## src/rtl/cell_status_scheduler.sv

```systemverilog
// Prefetches one row of cell statuses per cell band into a shadow buffer and swaps it
// into the displayed buffer. Game-logic RAM accesses are granted whenever no fetch is running.
module cell_status_scheduler #(
    parameter int COLS     = 8,
    parameter int ROWS     = 8,
    parameter int STATUS_W = 3,
    parameter int CELL_H   = 60
) (
    input  logic                clk_in,
    input  logic                rst,
    input  logic                frame_start,
    input  logic                line_end,
    input  logic                enable,
    input  logic [3:0]          cell_x,
    output logic [STATUS_W-1:0] cell_status,
    output logic [5:0]          ram_addr,
    output logic                ram_we,
    output logic [STATUS_W-1:0] ram_wdata,
    input  logic [STATUS_W-1:0] ram_rdata,
    input  logic                gl_req,
    input  logic                gl_we,
    input  logic [5:0]          gl_addr,
    input  logic [STATUS_W-1:0] gl_wdata,
    output logic                gl_gnt,
    output logic                gl_rvalid,
    output logic [STATUS_W-1:0] gl_rdata,
    output logic                fetch_late
);

    localparam int COL_W  = $clog2(COLS);
    localparam int ROW_W  = $clog2(ROWS);
    localparam int LINE_W = $clog2(CELL_H);

    typedef enum logic [1:0] {
        S_IDLE,
        S_FETCH,
        S_DRAIN
    } state_e;

    state_e              state_q, state_d;
    logic [COL_W-1:0]    col_q, col_d;
    logic [ROW_W-1:0]    row_q, row_d;
    logic [ROW_W-1:0]    band_q, band_d;
    logic [LINE_W-1:0]   lineInCell_q, lineInCell_d;
    logic                armed_q, armed_d;
    logic                late_q, late_d;
    logic                rdPend_q, rdPend_d;
    logic                rvalid_q, rvalid_d;
    logic [STATUS_W-1:0] rdata_q, rdata_d;
    logic [STATUS_W-1:0] cell_q, cell_d;
    logic [STATUS_W-1:0] active_q [COLS];
    logic [STATUS_W-1:0] active_d [COLS];
    logic [STATUS_W-1:0] shadow_q [COLS];
    logic [STATUS_W-1:0] shadow_d [COLS];

    logic lineEndOnly;
    logic fetchTrig;
    logic swapTrig;
    logic busy;

    // frame_start takes priority over a coincident line_end
    always_comb begin
        lineEndOnly  = line_end & ~frame_start;
        busy         = (state_q != S_IDLE);
        fetchTrig    = frame_start
                     | (lineEndOnly && lineInCell_q == '0 && band_q < ROW_W'(ROWS - 1));
        swapTrig     = lineEndOnly && lineInCell_q == LINE_W'(CELL_H - 1);
        lineInCell_d = lineInCell_q;
        band_d       = band_q;
        if (frame_start) begin
            lineInCell_d = '0;
            band_d       = '0;
        end else if (line_end) begin
            if (lineInCell_q == LINE_W'(CELL_H - 1)) begin
                lineInCell_d = '0;
                if (band_q != ROW_W'(ROWS - 1)) begin
                    band_d = band_q + 1'b1;
                end
            end else begin
                lineInCell_d = lineInCell_q + 1'b1;
            end
        end
    end

    always_comb begin
        state_d   = state_q;
        col_d     = col_q;
        row_d     = row_q;
        armed_d   = armed_q;
        shadow_d  = shadow_q;
        ram_addr  = '0;
        ram_we    = 1'b0;
        ram_wdata = '0;
        gl_gnt    = 1'b0;
        unique case (state_q)
            S_IDLE: begin
                if (fetchTrig) begin
                    state_d = S_FETCH;
                    col_d   = '0;
                    row_d   = frame_start ? '0 : band_q + 1'b1;
                    armed_d = frame_start;
                end else if (gl_req) begin
                    ram_addr  = gl_addr;
                    ram_we    = gl_we;
                    ram_wdata = gl_wdata;
                    gl_gnt    = 1'b1;
                end
            end
            S_FETCH: begin
                ram_addr = {row_q, col_q};
                // RAM answers one cycle late, so each cycle lands the previous column
                if (col_q != '0) begin
                    shadow_d[col_q - 1'b1] = ram_rdata;
                end
                if (col_q == COL_W'(COLS - 1)) begin
                    state_d = S_DRAIN;
                end else begin
                    col_d = col_q + 1'b1;
                end
            end
            S_DRAIN: begin
                shadow_d[COLS-1] = ram_rdata;
                armed_d          = 1'b0;
                state_d          = S_IDLE;
            end
            default: state_d = S_IDLE;
        endcase
        if (rst) begin
            ram_addr  = '0;
            ram_we    = 1'b0;
            ram_wdata = '0;
            gl_gnt    = 1'b0;
        end
    end

    // A swap while a fetch is still running displays the partially filled shadow
    always_comb begin
        active_d = active_q;
        late_d   = late_q;
        if (state_q == S_DRAIN && armed_q) begin
            active_d = shadow_d;
        end else if (swapTrig) begin
            active_d = shadow_q;
        end
        if (busy && (fetchTrig || swapTrig)) begin
            late_d = 1'b1;
        end
        cell_d   = '0;
        if (enable && cell_x < 4'(COLS)) begin
            cell_d = active_q[cell_x[COL_W-1:0]];
        end
        rdPend_d = gl_gnt & ~gl_we;
        rvalid_d = rdPend_q;
        rdata_d  = rdPend_q ? ram_rdata : rdata_q;
    end

    always_ff @(posedge clk_in) begin
        if (rst) begin
            state_q      <= S_IDLE;
            col_q        <= '0;
            row_q        <= '0;
            band_q       <= '0;
            lineInCell_q <= '0;
            armed_q      <= 1'b0;
            late_q       <= 1'b0;
            rdPend_q     <= 1'b0;
            rvalid_q     <= 1'b0;
            rdata_q      <= '0;
            cell_q       <= '0;
            active_q     <= '{default: '0};
            shadow_q     <= '{default: '0};
        end else begin
            state_q      <= state_d;
            col_q        <= col_d;
            row_q        <= row_d;
            band_q       <= band_d;
            lineInCell_q <= lineInCell_d;
            armed_q      <= armed_d;
            late_q       <= late_d;
            rdPend_q     <= rdPend_d;
            rvalid_q     <= rvalid_d;
            rdata_q      <= rdata_d;
            cell_q       <= cell_d;
            active_q     <= active_d;
            shadow_q     <= shadow_d;
        end
    end

    assign cell_status = cell_q;
    assign gl_rvalid   = rvalid_q;
    assign gl_rdata    = rdata_q;
    assign fetch_late  = late_q;

endmodule

```

## config.mk

```make
export PLATFORM = sky130hd
export DESIGN_NAME = cell_status_scheduler
export DESIGN_NICKNAME = d
export VERILOG_FILES = /design/src/rtl/cell_status_scheduler.sv
export SDC_FILE = /design/constraint.sdc
export NUM_CORES = 1
export LEC_CHECK = 0
export ABC_AREA = 1
export BUFFER_PORTS_ARGS = -buffer_cell sky130_fd_sc_hd__buf_2
export CORE_MARGIN = 8
export CORE_UTILIZATION = 50
export DETAILED_ROUTE_END_ITERATION = 10
export PLACE_DENSITY_LB_ADDON = 0.05
export SLEW_MARGIN = 30
export SYNTH_ARGS = -nofsm -noshare
export SYNTH_HDL_FRONTEND = slang
export SYNTH_SLANG_ARGS = --single-unit
```

## constraint.sdc

```tcl
create_clock -name clk_in -period 1.65 [get_ports clk_in]
set_input_delay 0.33 -clock clk_in [delete_from_list [all_inputs] [get_ports clk_in]]
set_output_delay 0.33 -clock clk_in [all_outputs]
set_load 0.005 [all_outputs]
```

# Yosys cells after proc, flatten, opt, wreduce, memory -nomap -nowiden
# Cells that the tools add are included.
# totals
ff_bits	75
in_bits	23
out_inout_bits	19
word_cells	111
# classes
addsub	4
n_lt_le_gt_ge	5
n_eq_ne	8
muxes	37
bitwise	8
n_reduce_logical	22
# op_table
operator	n
24-bit 2-to-1 mux	3
3-bit 2-to-1 mux	10
24-bit bitwise mux	1
6-bit 2-to-1 mux	4
21-bit 2-to-1 mux	1
3-bit one-hot mux with 2 select lines	2
6-bit one-hot mux with 2 select lines	1
3-bit binary-select mux with 3-bit select	1
3-bit demux with 3-bit select	1
1-bit 2-to-1 mux	9
4-bit >= comparator (second input constant)	2
3-bit NOT with 4-bit output	2
2-bit nonzero test	4
1-bit logical AND	7
3-bit by 1-bit adder with 3-bit output (second input constant)	2
6-bit by 1-bit adder with 6-bit output (second input constant)	1
6-bit == test (second input constant)	1
6-bit logical NOT	1
2-bit inequality test (second input constant)	3
2-bit AND reduction	3
3-bit AND reduction	2
4-bit by 1-bit < comparator with 1-bit output (second input constant)	1
4-bit < comparator (second input constant)	1
2-bit 2-to-1 mux	2
15 further kinds	19

# Logic depth before layout (Yosys ltp)
# Gate-level depths: netlist (run 1).
# depth
ltp_word	10
ltp_mapped	12
ltp_nobuf	12

# Worst setup path before layout (run 1)
# Ideal clock, no wire load.
# synth_path
path_type	register -> register
from	reg col_q[0]
to	reg active_q[16] in the netlist's numbering
setup_ns	0.112
arrival_ns	1.604
t_required_ns	1.538
slack_ns	-0.066
path_stages_with_launch	11
n_path_buf	0
synth_period_minus_slack_ns	1.716
path_cell_list	dfxtp_1 -> inv_1 -> ha_1 -> inv_1 -> nand2_2 -> nor2_4 -> nand2_1 -> o21ai_0 -> nor2_1 -> nand2_1 -> nand2_1
# synth_via
elab_chain_cells	10
word_cells_on_any_way	12
cone_classes	add/sub (1); order compare (2); mux (6); bitwise (1); reduce/logical (2)
# synth_rtl
item	line	source
from (decl)	41	logic [COL_W-1:0] col_q, col_d;
from (signal assigned)	174	col_q <= col_d;
3-bit by 1-bit subtractor with 3-bit output	113	shadow_d[col_q - 1'b1] = ram_rdata;
3-bit NOT with 4-bit output (implied by the code)	113	
4-bit >= comparator (implied by the code) or 4-bit by 1-bit < comparator with 1-bit output (tied branches)	113	
1-bit logical AND (implied by the code)	113	
3-bit 2-to-1 mux (implied by the code)	113	
3-bit demux with 3-bit select	113	
24-bit bitwise mux	113	
24-bit 2-to-1 mux (*)	112	if (col_q != '0) begin
21-bit 2-to-1 mux (*)	95	unique case (state_q)
24-bit 2-to-1 mux (*)	140	if (state_q == S_DRAIN && armed_q) begin
to (signal assigned)	184	active_q <= active_d;
to (decl)	51	logic [STATUS_W-1:0] active_q [COLS];
# Every way passes the cells marked *; elsewhere a longest branch is shown, timed or not.
# A chain may end at the register's enable or synchronous reset.

# Worst setup path in the final report (run 1)
# layout_path
from	reg lineInCell_q[0]
to	out gl_gnt
# layout_via
elab_chain_cells	7
# layout_rtl
item	line	source
from (decl)	44	logic [LINE_W-1:0] lineInCell_q, lineInCell_d;
from (signal assigned)	177	lineInCell_q <= lineInCell_d;
6-bit logical NOT	66	| (lineEndOnly && lineInCell_q == '0 && band_q < ROW_W'(ROWS - 1));
1-bit logical AND (2 in a row)	66	
1-bit bitwise OR	66	
1-bit 2-to-1 mux	97	if (fetchTrig) begin
1-bit 2-to-1 mux	95	
1-bit 2-to-1 mux	128	if (rst) begin
to (decl)	24	output logic gl_gnt,
# Every way passes these cells.

==> impl_summary.md, run 1 <==
Placed design
Buffers placed on the I/O ports in this run total 41. The congestion estimate from routability-driven global placement came to 0.817. After detailed placement, the design holds a cell count of 727. The detailed-placement wirelength estimate is 6.97 mm.

The total placed instance area is 0.00440 mm^2. At the placement stage, the worst setup path has a slack of -98.0 ps.

STA
The maximum clock frequency is 502 MHz. The relative max-transition margin is 79.6%. The final hold slack is 149 ps.

The final number of max-transition violations is 0. The final critical path takes up 121% of the cycle. The count of final hold-check violations is 0. The final critical-path setup slack is -341 ps. The transition time at the pin with the least slew margin is 305 ps. The final number of setup-violating endpoints is 11. Setup total negative slack on the finished layout was measured at -3490 ps.

The shortest clock period the worst path allows after layout is 1990 ps. Across the routed clock network, the largest skew measured is 12.4 ps. Setup repair after global routing could not meet its margin everywhere.

Logic synthesis
By area the synthesized netlist is led by sky130_fd_sc_hd__dfxtp_1 (38%), sky130_fd_sc_hd__nand2_1 (12%), sky130_fd_sc_hd__a21oi_1 (8.1%). The portion of synthesized area spent on multiplexers is 0%. During synthesis, Yosys emitted a total of 0 warnings. The top cell type by area accounts for 38.4% of the synthesized area.

After synthesis, the largest family of logic cells by area is simple AND/OR/NAND/NOR gates. In the synthesized netlist the dominant register cell turns out to be sky130_fd_sc_hd__dfxtp_1. Synthesis inferred 75 register bits.

The compound-cell area share of the yosys netlist is 15.5%. The share of flip-flops with an asynchronous set or reset is 0%. The share of the Yosys chip area taken by registers is 38.4%. The average footprint of a synthesized cell is 6.83 um^2. The combined area of all synthesized cells is 0.00391 mm^2. The cell type with the highest aggregate area in the netlist is sky130_fd_sc_hd__dfxtp_1. The most common cell in the synthesized netlist is sky130_fd_sc_hd__nand2_1. The number of nets handed over by synthesis was 606. Summing the areas of all and, or, nand and nor instances in the mapped netlist gives 31.5% of the synthesized area. Counting instances in the post-synthesis netlist gives the leading cell types as sky130_fd_sc_hd__nand2_1 (122), sky130_fd_sc_hd__nor2_1 (83), sky130_fd_sc_hd__dfxtp_1 (75). The number of synthesized flops with an enable pin is 0. The xor/xnor cell area share of the yosys netlist is 0.897%. The post-synthesis instance total is 572.

The number of distinct library cells after synthesis is 34. The synthesized netlist devotes 3.52% of its cell area to adder and majority cells.

Power and ir drop
The static leakage is 2.09 nW. The worst supply voltage drop on vdd is 583 uV. The total power after layout is 4.00 mW.

The power density of the placed cells is 826 mW/mm^2.

GRT
After global routing the overflow that remains totals 0. The first global-routing pass estimated 16.2 mm of wire. The number of global-route vias before repair was 3600.

The total global-route track usage is 17.8%. The initial antenna violation count is 0. Entering global routing, the biggest net connects 25 pins.

Setup path
The biggest cell delay along the critical path is 330 ps. The worst setup path is launched from a flip-flop. In this design, the critical path's most frequently occurring cell is sky130_fd_sc_hd__inv_2. Traced cell by cell, the critical path runs through inv_2, ha_4, inv_2, nor2_1, nand4_1, nand2_4, inv_4, nand4_4, inv_1, buf_2.

The slowest library cell on the worst path is sky130_fd_sc_hd__dfxtp_2. STA classifies the critical path endpoint as an output port. The kind of cell adding the most delay to the critical path is simple AND/OR/NAND/NOR gates.

The worst flop-to-flop path startpoint is lineInCell_q[0]. The number of buffers and inverters on the critical path is 5. The start-to-end type of the worst setup path is reg -> out. Along the worst path, the maximum fanout reaches 8. The worst setup slack for register-to-register paths is 100 ps. The worst endpoint required time is 1320 ps.

The critical path starts at lineInCell_q[0]. The data arrival time at the worst-slack endpoint is 1660 ps.

Die
The height of the die is 104 um. Once the floorplan was initialized, standard cells occupied 51.1% of the core. The die covers 0.0109 mm^2. The row count is 32. The die extent in x is 104 um. 42 I/O pins were placed. The area of the placeable core is 0.00765 mm^2.

Status
The final reports fail on setup timing. The run finished, with violations left.

Clock tree
The clock tree root buffer cell is sky130_fd_sc_hd__clkbuf_8. The number of clock sinks is 75. The insertion delay of the later-clocked pin in the worst-skew pair is 340 ps. The number of buffers added by the clock tree synthesis step is 9.

The clock transition at the registers of the reported paths is 80 ps. The buffer levels on the longest clock path is 2. The TritonCTS clock tree is built.

In this run the number of H-tree levels came out at 3. The quantity of hold-fixing buffers added after cts is 0.

Flow run
The number of max-cap violations is 0.

Finish
The number of nets at the end of the flow is 678. The count of cells in the finished layout, fillers not included, comes to 750. The layout cell share with drive strength beyond 1 is 24.2%.

The core occupancy in the finished layout is 63.3%. Compared with the post-synthesis result, the final layout area differs by 24.0%. The multi-input gate area in the final layout is 0.00215 mm^2. Once layout is done, the placed cells without fillers occupy 0.00484 mm^2. The count of filler cells inserted in the layout is 730. The register area is 0.00151 mm^2. The repair_antennas step left the layout with diodes totalling 0.

Routing
The final antenna-violating net count is 0. The via density per instance is 5.01. After detailed routing, the total wire length is 9.93 mm. The first routing iteration left 130 violations. In the routed design, unresolved DRC markers number 0. The detailed-route wire length per cell is 13.2 um. For this run, the detailed router's first-pass iteration total came to 4. The detailed router placed 3760 vias in this run.

Hold path
The path category of the worst min-delay check is in -> reg. The startpoint of the lowest-slack hold path is gl_we.
-- worst register-to-register path, cell delays in order, from the launching register on --
cell and delay, ps:
sky130_fd_sc_hd__dfxtp_2 340, sky130_fd_sc_hd__buf_4 100, sky130_fd_sc_hd__ha_1 150, sky130_fd_sc_hd__nand2_1 60, sky130_fd_sc_hd__inv_2 110, sky130_fd_sc_hd__buf_4 120, sky130_fd_sc_hd__nand3_1 80, sky130_fd_sc_hd__or2_4 260
sky130_fd_sc_hd__o21ai_0 170, sky130_fd_sc_hd__a21oi_1 60
-- area by class of cell --
cell class	count	area share, %
clock buffer	11	3.13
clock inverter	4	1.52
inverter	76	6.04
multi-input combinational	402	44.3
sequential	75	31.1
tap	102	2.63
timing repair buffer	80	11.2
-- sequential cells by signal, indices dropped and copies added (netlist names), 2 cells and up --
name,count
row_q,3
cell_status,3
lineInCell_q,6
shadow_q,24
band_q,3
col_q,3
active_q,24
state_q,2
gl_rdata,3
-- power breakdown --
part	switching, mW	total (mW)	internal (mW)
Sequential	0.0174	1.86	1.85
Clock	0.669	1.60	0.927
Combinational	0.340	0.539	0.199
-- routing by layer --
metal	share of wire (%)	track usage, %
met5	0	0
met4	1.6	5.48
met1	45	21.1
met3	5.2	4.09
met2	48	31.1
-- timing repair --
action,4_1_cts,5_1_grt
pin swaps,5,13
setup endpoints to repair,13,53
buffers inserted,1,6
cloned,0,1
resized for setup,10,43
-- kinds of logic after synthesis --
family                     Yosys count
AOI/OAI and AO/OA                  115
xor gates and xnor gates             4
adders and majority gates           11
buffers and inverters               95
DFF                                 75
and+or+nand+nor                    272
-- final timing paths --
check	endpoint	depth (start not counted)
max	gl_gnt	10
min	rdPend_q	2
max reg2reg	band_q[0]	9
min reg2reg	fetch_late	2
-- placed cells by master (no fill, tap or decap), types with 4 or more instances in the layout --
cell type,synthesis,routed
sky130_fd_sc_hd__o22ai_1,5,5
sky130_fd_sc_hd__ha_1,11,6
sky130_fd_sc_hd__buf_4,0,35
sky130_fd_sc_hd__nor2_1,83,74
sky130_fd_sc_hd__nand4_1,5,5
sky130_fd_sc_hd__nand2_2,6,4
sky130_fd_sc_hd__a211oi_1,5,5
sky130_fd_sc_hd__a21oi_1,63,59
sky130_fd_sc_hd__nand2_4,2,7
sky130_fd_sc_hd__dfxtp_2,0,4
sky130_fd_sc_hd__inv_1,69,60
sky130_fd_sc_hd__nand3_1,36,36
sky130_fd_sc_hd__o21ai_1,4,9
sky130_fd_sc_hd__inv_2,5,11
sky130_fd_sc_hd__a21oi_2,0,4
sky130_fd_sc_hd__nor2_4,6,7
sky130_fd_sc_hd__o21ai_0,33,28
sky130_fd_sc_hd__nand2_1,122,119
sky130_fd_sc_hd__clkbuf_8,0,11
sky130_fd_sc_hd__nor2_2,3,11
sky130_fd_sc_hd__buf_2,7,41
sky130_fd_sc_hd__dfxtp_1,75,71
(Power assumes the default switching activity.)
==> inputs of run 2 (changes only) <==
- CORE_MARGIN: 8 -> 2
- PLACE_DENSITY: not set -> 0.83
- PLACE_DENSITY_LB_ADDON: 0.05 -> not set
==> impl_summary.md, run 2 (synthesis gave the netlist of run 1 again) <==
Status
The run finished, with violations left. The checks that failed: setup timing.

Routing
The total via count after detailed routing is 3944. The via density per instance is 5.28. The first-pass iteration count of the detailed router is 5. Wires add up to 10.3 mm.

For this run, design rule violations remaining after detail routing come to 0. In this run the remaining antenna-violating nets after routing total 0. The number of DRC markers after the initial detailed-route iteration is 259.

The detailed-route wire length per cell is 13.8 um.

Hold path
The path category of the worst min-delay check is in -> reg. The worst-case hold path end point is rdPend_q. Along the worst hold path, the cell count comes to 2. The startpoint of the lowest-slack hold path is gl_we.

Clock tree
The clock drives 75 sinks. The TritonCTS clock tree is built. Buffers inserted during clock tree synthesis total 9.

The clock transition at the registers of the reported paths is 90 ps. The insertion delay of the later-clocked pin in the worst-skew pair is 360 ps. The buffer levels on the longest clock path is 2. The cell sitting at the root of the clock tree is a sky130_fd_sc_hd__clkbuf_8. In this run the number of H-tree levels came out at 3. The quantity of hold-fixing buffers added after cts is 0.

Die
The floorplan step defined a die boundary enclosing 0.00854 mm^2. The die extent in x is 92.4 um. The area of the placeable core is 0.00765 mm^2. The row count is 32. 42 I/O pins were placed.

Once the floorplan was initialized, standard cells occupied 51.1% of the core. Measured along the y axis, the die boundary spans 92.4 um.

Finish
Across the whole layout, storage elements account for 0.00151 mm^2. The net count of the finished layout is 674. Compared with the post-synthesis result, the final layout area differs by 22.2%. The layout cell share with drive strength beyond 1 is 24.0%.

The core occupancy in the finished layout is 62.5%. In the layout the commonest cells are sky130_fd_sc_hd__nand2_1 (119), sky130_fd_sc_hd__nor2_1 (73), sky130_fd_sc_hd__dfxtp_1 (72). Excluding fillers, the count of instances in the completed layout stands at 747. 0 antenna diodes ended up in the layout. The multi-input gate area in the final layout is 0.00214 mm^2. The most common library cell in the layout ignoring fill and taps is sky130_fd_sc_hd__nand2_1. The count of filler cells inserted in the layout is 658. The largest registers in the layout are active_q x24, shadow_q x24, lineInCell_q x6.

GRT
The number of global-route vias before repair is 3588. The total overflow reported by the global router is 0. The initial antenna violation count is 0. The first global-routing pass estimated 16.4 mm of wire. The maximum number of pins on one net before global-route repair is 25. Across every metal layer, demand over resource in global routing totals 24.0%.

STA
The transition time at the pin with the least slew margin is 432 ps. The final number of max-transition violations came to 0. For the finished layout, the period the worst path requires is 2040 ps. The relative max-transition margin is 71.0%. The summed negative setup slack over all endpoints is -3920 ps. The final number of setup-violating endpoints is 11.

The final critical-path setup slack is -393 ps. The worst clock skew is 15.1 ps. The final cycle utilization of the critical path is 124%.

Setup repair after global routing could not meet its margin everywhere. For this run, the top clock speed supported by timing is 490 MHz. The count of final hold-check violations was 0.

Setup path
The critical path goes through inv_2, ha_4, inv_2, nor2_2, nand4_1, nand2_4, nor2_2, nand2_1, a21oi_2, buf_2. STA classifies the critical path endpoint as an output port. Across all register-to-register paths, the minimum setup slack is 50 ps. The cell count of the worst reg-to-reg path is 12.

The capturing point of the worst reg2reg path is fetch_late. The startpoint identified for the worst register-to-register timing path is lineInCell_q[0]. The start-to-end type of the worst setup path is reg -> out.

The biggest cell delay along the critical path is 350 ps. The critical path starts at lineInCell_q[0]. For this design, the slowest cell found on the critical path is sky130_fd_sc_hd__dfxtp_2. The kind of launch point of the worst setup path is a flip-flop. The data arrival time at the worst-slack endpoint is 1710 ps. The largest driver fanout on the critical path is 8. The worst endpoint required time is 1320 ps.

Power and ir drop
For this design the static power due to leakage is 2.04 nW. After layout, the design draws a total of 3.77 mW. IR analysis of the VDD net gives a maximum drop of 600 uV.

Power spread over the standard cell area amounts to 789 mW/mm^2.

Placed design
The setup slack after placement is -108 ps. The detailed-placement wirelength estimate is 6.70 mm. The count of buffers inserted at the top-level ports is 41. The number of placed cells counting well taps is 721. The routability congestion estimate is 0.906.

Flow run
Max-cap violations in this run came to 0.
-- run 2: changes by cell type in the layout (fill, tap and decap cells not counted), moves of 3 or more --
| cell | change |
|---|---|
| sky130_fd_sc_hd__nand2_2 | +3 |
| sky130_fd_sc_hd__o21ai_1 | -5 |
| sky130_fd_sc_hd__inv_6 | +3 |
| sky130_fd_sc_hd__buf_4 | -5 |
| sky130_fd_sc_hd__nand2_4 | -3 |
| sky130_fd_sc_hd__o21ai_0 | +4 |
-- run 2: per-stage QoR --
step           area, um^2  hold slack [ps]
3_5_place_dp         4360              451
6_report             4780              153
4_1_cts              4600              132
3_3_place_gp         4360              435
2_1_floorplan        3920              402
5_1_grt              4780              140
-- run 2: how the worst max path moves through the flow --
stage | to | slack [ps] | cells after the start
5_1_grt | ram_wdata[0] | -520 | 10
4_1_cts | ram_we | -340 | 10
3_5_place_dp | ram_we | -110 | 10
3_3_place_gp | ram_wdata[1] | -50 | 10
6_report | ram_addr[3] | -390 | 10
2_1_floorplan | active_q[10] | 20 | 11
-- run 2: power by group --
group	switching, mW	leakage, nW	internal (mW)	total, mW
clock network	0.778	0.0886	0.569	1.35
registers	0.0185	0.608	1.85	1.87
logic	0.349	1.34	0.207	0.556
-- run 2: area by class of cell --
class                   instances  area share, %
repair buffers                 76           11.1
clock inverters                 7           1.21
inverters                      76           6.13
well taps                     102           2.67
clock buffers                   9           2.59
flip-flops and latches         75           31.5
multi-input cells             402           44.7
-- run 2: repair_timing --
| action | in CTS | in global routing |
|---|---|---|
| setup buffers | 4 | 5 |
| gates resized for setup | 12 | 33 |
| setup endpoints to repair | 13 | 67 |
| pin swaps | 8 | 12 |
| cloned | 0 | 2 |
-- run 2: layer usage --
layer	global-route usage [%]	wire, um	vias up
li1	-	-	1981
met1	27.5	4110	1772
met2	42.0	5110	163
met3	6.35	717	28
met4	10.2	346	0
met5	0	0	-
-- run 2: worst max-delay path, delay by kind of cell (launching register included) --
| family | cells | cell delay [ps] |
|---|---|---|
| compound gates | 1 | 140 |
| buf+inv | 3 | 210 |
| simple gates | 5 | 500 |
| fa+ha+maj | 1 | 150 |
| flops | 1 | 350 |
